File: config.mk
export PLATFORM = sky130hd
export DESIGN_NAME = signed_divider_seq
export DESIGN_NICKNAME = d
export VERILOG_FILES = /design/src/rtl/signed_div_pkg.sv /design/src/rtl/div_restore_step.sv /design/src/rtl/signed_divider_seq.sv
export SDC_FILE = /design/constraint.sdc
export NUM_CORES = 1
export LEC_CHECK = 0
export CELL_PAD_IN_SITES_DETAIL_PLACEMENT = 1
export CELL_PAD_IN_SITES_GLOBAL_PLACEMENT = 1
export CORE_MARGIN = 2
export CORE_UTILIZATION = 30
export DETAILED_ROUTE_END_ITERATION = 8
export PLACE_DENSITY = 0.65
export SLEW_MARGIN = 15
export SYNTH_ARGS = -nofsm -noshare
export SYNTH_HDL_FRONTEND = slang
export SYNTH_SLANG_ARGS = --single-unit
File: constraint.sdc
create_clock -name clk -period 2.84 [get_ports clk]
set_clock_uncertainty 0.15 [all_clocks]
set_input_delay 0.284 -clock clk [delete_from_list [all_inputs] [get_ports clk]]
set_output_delay 0.284 -clock clk [all_outputs]
set_load 0.02 [all_outputs]
File: src/rtl/signed_div_pkg.sv
// signed_div_pkg
// Shared definitions for the sequential signed divider:
//   div_state_t : FSM state encoding (S_IDLE=0, S_CALC=1, S_FIX=2)
//   clog2()     : counter width helper, never returns less than 1

package signed_div_pkg;

   typedef enum logic [1:0] {
      S_IDLE = 2'd0,
      S_CALC = 2'd1,
      S_FIX  = 2'd2
   } div_state_t;

   function automatic int clog2(input int value);
      int bits;
      int v;
      bits = 0;
      v = value - 1;
      while (v > 0) begin
         bits++;
         v = v >> 1;
      end
      if (bits < 1) bits = 1;
      return bits;
   endfunction

endpackage

File: src/rtl/div_restore_step.sv
// div_restore_step
// One combinational restoring-division step on unsigned magnitudes.
// Ports:
//   rem_in   [WIDTH:0]   partial remainder before the step
//   dvd_msb              next dividend bit shifted into the remainder
//   dsr_mag  [WIDTH-1:0] divisor magnitude
//   rem_out  [WIDTH:0]   partial remainder after the step
//   q_bit                quotient bit produced by this step

module div_restore_step #(
   parameter int WIDTH = 4
) (
   input  logic [WIDTH:0]   rem_in,
   input  logic             dvd_msb,
   input  logic [WIDTH-1:0] dsr_mag,
   output logic [WIDTH:0]   rem_out,
   output logic             q_bit
);

   // One extra bit beyond the register so the compare sees the carry out
   // of the shift.
   logic [WIDTH+1:0] shifted;
   logic [WIDTH:0]   diff;

   assign shifted = {rem_in, dvd_msb};
   assign q_bit   = (shifted >= {2'b00, dsr_mag});
   assign diff    = shifted[WIDTH:0] - {1'b0, dsr_mag};
   assign rem_out = q_bit ? diff : shifted[WIDTH:0];

endmodule

File: src/rtl/signed_divider_seq.sv
// signed_divider_seq
// Sequential two's-complement signed divider: restoring division on
// operand magnitudes (one quotient bit per clock) followed by a sign fix.
// Optional macro: DIV_OVERFLOW_FLAG_EN adds the overflow output.
// Ports:
//   clk, rst_n            clock, async active-low reset
//   start                 request, sampled only in IDLE
//   dividend, divisor     signed operands, captured on the accepting edge
//   busy                  operation in progress
//   done                  one-cycle pulse when results are valid
//   quotient, remainder   signed results, held until the next done
//   div_by_zero           zero divisor flag, held with the results
//   overflow              (macro only) most-negative / -1 flag
//
// state  | meaning
// -------+---------------------------------------------------------
// S_IDLE | waiting for start; captures operands on acceptance
// S_CALC | one restoring step per clock, WIDTH steps total
// S_FIX  | apply signs, register results, pulse done

module signed_divider_seq
   import signed_div_pkg::*;
#(
   parameter int WIDTH = 4
) (
   input  logic             clk,
   input  logic             rst_n,
   input  logic             start,
   input  logic [WIDTH-1:0] dividend,
   input  logic [WIDTH-1:0] divisor,
   output logic             busy,
   output logic             done,
   output logic [WIDTH-1:0] quotient,
   output logic [WIDTH-1:0] remainder,
   output logic             div_by_zero
`ifdef DIV_OVERFLOW_FLAG_EN
   ,
   output logic             overflow
`endif
);

   localparam int CNT_W = clog2(WIDTH);

   div_state_t       state;
   logic [WIDTH:0]   rem;
   logic [WIDTH-1:0] dvd;
   logic [WIDTH-1:0] dsr_mag;
   logic [WIDTH-1:0] dd_raw;
   logic             sign_ds;
   logic             dz;
   logic [CNT_W-1:0] count;

   logic [WIDTH:0]   rem_next;
   logic             q_bit;
   logic [WIDTH-1:0] q_signed;
   logic [WIDTH-1:0] r_signed;

   div_restore_step #(.WIDTH(WIDTH)) u_step (
      .rem_in  (rem),
      .dvd_msb (dvd[WIDTH-1]),
      .dsr_mag (dsr_mag),
      .rem_out (rem_next),
      .q_bit   (q_bit)
   );

   // After the last step dvd holds the quotient magnitude and the low
   // WIDTH bits of rem hold the remainder magnitude.
   always_comb begin
      q_signed = dvd;
      r_signed = rem[WIDTH-1:0];
      if (dd_raw[WIDTH-1] ^ sign_ds) q_signed = ~dvd + WIDTH'(1);
      if (dd_raw[WIDTH-1])           r_signed = ~rem[WIDTH-1:0] + WIDTH'(1);
   end

   always_ff @(posedge clk or negedge rst_n) begin
      if (!rst_n) begin
         state       <= S_IDLE;
         rem         <= '0;
         dvd         <= '0;
         dsr_mag     <= '0;
         dd_raw      <= '0;
         sign_ds     <= 1'b0;
         dz          <= 1'b0;
         count       <= '0;
         busy        <= 1'b0;
         done        <= 1'b0;
         quotient    <= '0;
         remainder   <= '0;
         div_by_zero <= 1'b0;
`ifdef DIV_OVERFLOW_FLAG_EN
         overflow    <= 1'b0;
`endif
      end else begin
         done <= 1'b0;
         case (state)
            S_IDLE: begin
               if (start) begin
                  // Magnitudes are WIDTH-bit unsigned, so the most
                  // negative value maps onto its own bit pattern.
                  dvd     <= dividend[WIDTH-1] ? (~dividend + WIDTH'(1)) : dividend;
                  dsr_mag <= divisor[WIDTH-1]  ? (~divisor + WIDTH'(1))  : divisor;
                  dd_raw  <= dividend;
                  sign_ds <= divisor[WIDTH-1];
                  dz      <= (divisor == '0);
                  rem     <= '0;
                  count   <= CNT_W'(WIDTH - 1);
                  busy    <= 1'b1;
                  state   <= S_CALC;
               end
            end
            S_CALC: begin
               rem <= rem_next;
               dvd <= {dvd[WIDTH-2:0], q_bit};
               if (count == '0) state <= S_FIX;
               else             count <= count - 1'b1;
            end
            S_FIX: begin
               if (dz) begin
                  quotient  <= '1;
                  remainder <= dd_raw;
               end else begin
                  quotient  <= q_signed;
                  remainder <= r_signed;
               end
               div_by_zero <= dz;
`ifdef DIV_OVERFLOW_FLAG_EN
               overflow    <= (dd_raw == {1'b1, {(WIDTH-1){1'b0}}}) && sign_ds
                              && (dsr_mag == WIDTH'(1));
`endif
               done  <= 1'b1;
               busy  <= 1'b0;
               state <= S_IDLE;
            end
            default: begin
               busy  <= 1'b0;
               state <= S_IDLE;
            end
         endcase
      end
   end

endmodule

==> results.cfg <==
[critical_path]
r2r_start = dvd[3]
cp-startpoint = dvd[3]
reg2reg_depth = 8
worstPathRequired_ns = 2.84
cp_slowest_cell = dfrtp_1
cp-start-kind = register
crit_top_cell = inv_1
cp_num_cells = 8
cp_num_buf_inv = 2
worstPathMaxFanout = 6
critPathKind = reg -> reg
reg2reg_to = dvd[0]
r2r_slack_ns = 0.57
cp_cell_sequence = inv_1, ha_1, inv_1, fa_1, a21o_1, a21oi_2, and2_4, o221ai_1
arrival_ns = 2.27
crit_path_end_kind = register
slowest_delay_ns = 0.42
crit_path_end = dvd[0]
crit_family = compound AO/OA/AOI/OAI gates

[floorplan]
ios = 22
die_h_microns = 83.1
die_area_sq_um = 6910
die_w_microns = 83.1
core_region_area_sq_um = 5990
initial_core_util_pct = 31.3
rows = 28

[sta]
rsz0062_at_grt = no
max_freq_ghz = 0.441
worstMarginPinSlew_ns = 0.554
setup_tns_ns = 0
holdWs_ns = 0.253
slew_headroom_pct = 63.0
setup_viol_count_final = 0
period_needed_ns = 2.27
hold_viol_final = 0
final.period_utilization_pct = 79.9
slew_violations = 0

[power]
p_leak_nw = 0.993
p_per_area_nw_per_um2 = 1210
vdd_drop_max_mv = 0.384

[synth]
yosysTopAreaCell = dfrtp_1
synth_edf_count = 0
ys_seq_area_share_pct = 45.3
synth_nets = 208
syn_inst = 187
ys_types = 47
yosys_warnings = 0
synth_top_area_share_pct = 45.3
synth_area_sq_um = 1880
synth-main-ff-cell = dfrtp_1
synthTopCellsByArea = dfrtp_1 (45%), ha_1 (6.0%), inv_1 (3.8%)
synth-seq-cells = 34
async_flop_share_pct = 100
avgSynthCellArea_sq_um = 10.0

[clock_tree]
cts_buffers = 5
clk_pin_slew_ns = 0.07
cts_resized = 0
clockBufferDepth = 2
cts_setup_buffers = 0
cts.sinks = 34
ctsHoldBuffers = 0
htree_num_levels = 2
cts_tree = yes
clk_latency_ns = 0.29
clockRootBuffer = clkbuf_8

[layout]
area_growth_syn_to_layout_pct = 18.9
final_cell_mix = dfrtp_1 (34), clkdlybuf4s50_1 (21), inv_1 (19)
nets = 232
multi_input_area_sq_um = 893
regArea_sq_um = 851
fillers = 708
diodes = 0
drive_gt1_share_pct = 9.91
final_common_cell = dfrtp_1

[run_status]
outcome = completed

[global_routing]
grt_max_degree = 35
grt_pass1_wl_microns = 7200
grt_pass1_vias = 1453
gr-total-overflow = 0
grt_usage_pct = 13.1
antenna_found_initial = 0

[placed_design]
io_buffers = 21
place_congestion = 0.809
place_hpwl_microns = 3100

[routing]
firstDrtPassIters = 4
drt_iter0_markers = 60
avgViaCountPerCell = 4.92
vias = 1411
route.detailed.drc = 0
drt_wl_total_microns = 4120
ant_nets = 0
routedWlPerCell_microns = 14.4

[worst_hold_path]
min_path_type = in -> async

[run]
maxCapViolCount = 0
-- synth_stat cells, types with 2 or more instances --
master     instances
a21oi_1            7
a2bb2oi_1          2
ha_1               9
and2_4             2
xnor2_1            7
buf_4              2
a22oi_1            3
inv_1             19
nor2_1            16
o221ai_1           3
o22ai_1            2
nor4b_1            2
nand2b_1           2
mux2_2             5
mux2i_1            7
nand2_1           17
o21ai_0           11
clkinv_1           2
nand4_1            5
a31oi_1            4
dfrtp_1           34
-- kinds of logic (layout without fill, tap and decap cells) --
| family | Yosys count | count (layout) | synth area share [%] |
|---|---|---|---|
| AOI/OAI and AO/OA | 43 | 43 | 15.1 |
| xor gates and xnor gates | 8 | 8 | 3.73 |
| and+or+nand+nor | 52 | 52 | 14.1 |
| DFF | 34 | 34 | 45.3 |
| adders and majority gates | 10 | 10 | 7.06 |
| buffers and inverters | 27 | 52 | 7.13 |
| muxes | 13 | 13 | 7.53 |
-- through the flow --
stage	cell area (sq um)	utilization, %	std cells	setup WS [ns]	power [mW]
2_1_floorplan	1880	-	187	0.811	1.95
3_3_place_gp	2140	35.8	279	0.681	2.33
3_5_place_dp	2140	35.8	279	0.600	2.36
4_1_cts	2230	37.3	287	0.591	2.74
5_1_grt	2230	37.3	287	0.499	2.96
6_report	2230	37.3	287	0.571	2.71
-- worst min-delay path by stage --
| stage | slack, ns | startpoint | endpoint |
|---|---|---|---|
| floorplan | -0.16 | rst_n | busy |
| global placement | 0.31 | remainder[2] | remainder[2] |
| detailed placement | 0.32 | div_by_zero | div_by_zero |
| CTS | 0.28 | rst_n | dd_raw[2] |
| global route | 0.31 | rst_n | dvd[1] |
| finish | 0.25 | rst_n | dsr_mag[1] |
-- sequential cells by signal, summed over array words and instances, names as in the netlist --
name,count
quotient,4
div_by_zero,1
state,2
busy,1
rem,5
done,1
dz,1
remainder,4
count,2
sign_ds,1
dd_raw,4
dvd,4
dsr_mag,4
-- where the power goes --
group          switching [mW]  leakage (nW)  internal, mW  total [mW]
clock network           0.177        0.0482         0.196       0.373
logic                   0.739         0.533         0.669        1.41
registers               0.211         0.412         0.714       0.925
total                    1.13         0.993          1.58        2.71
-- metal layers --
layer | up-vias | share of wire [%] | GRT usage [%]
met3 | 7 | 3.4 | 3.78
met2 | 22 | 46 | 20.7
met4 | 0 | 1.9 | 5.37
met1 | 686 | 48 | 16.7
li1 | 696 | - | -
met5 | - | 0 | 0
-- area by class of cell --
cell class              instances  share of cell area, %
inverters                      21                   3.53
multi-input cells             126                   40.0
well taps                      75                   4.20
clock buffers                   7                   3.87
repair buffers                 23                   10.1
clock inverters                 1                  0.224
flip-flops and latches         34                   38.1
Power figures use the tool's default switching activity.
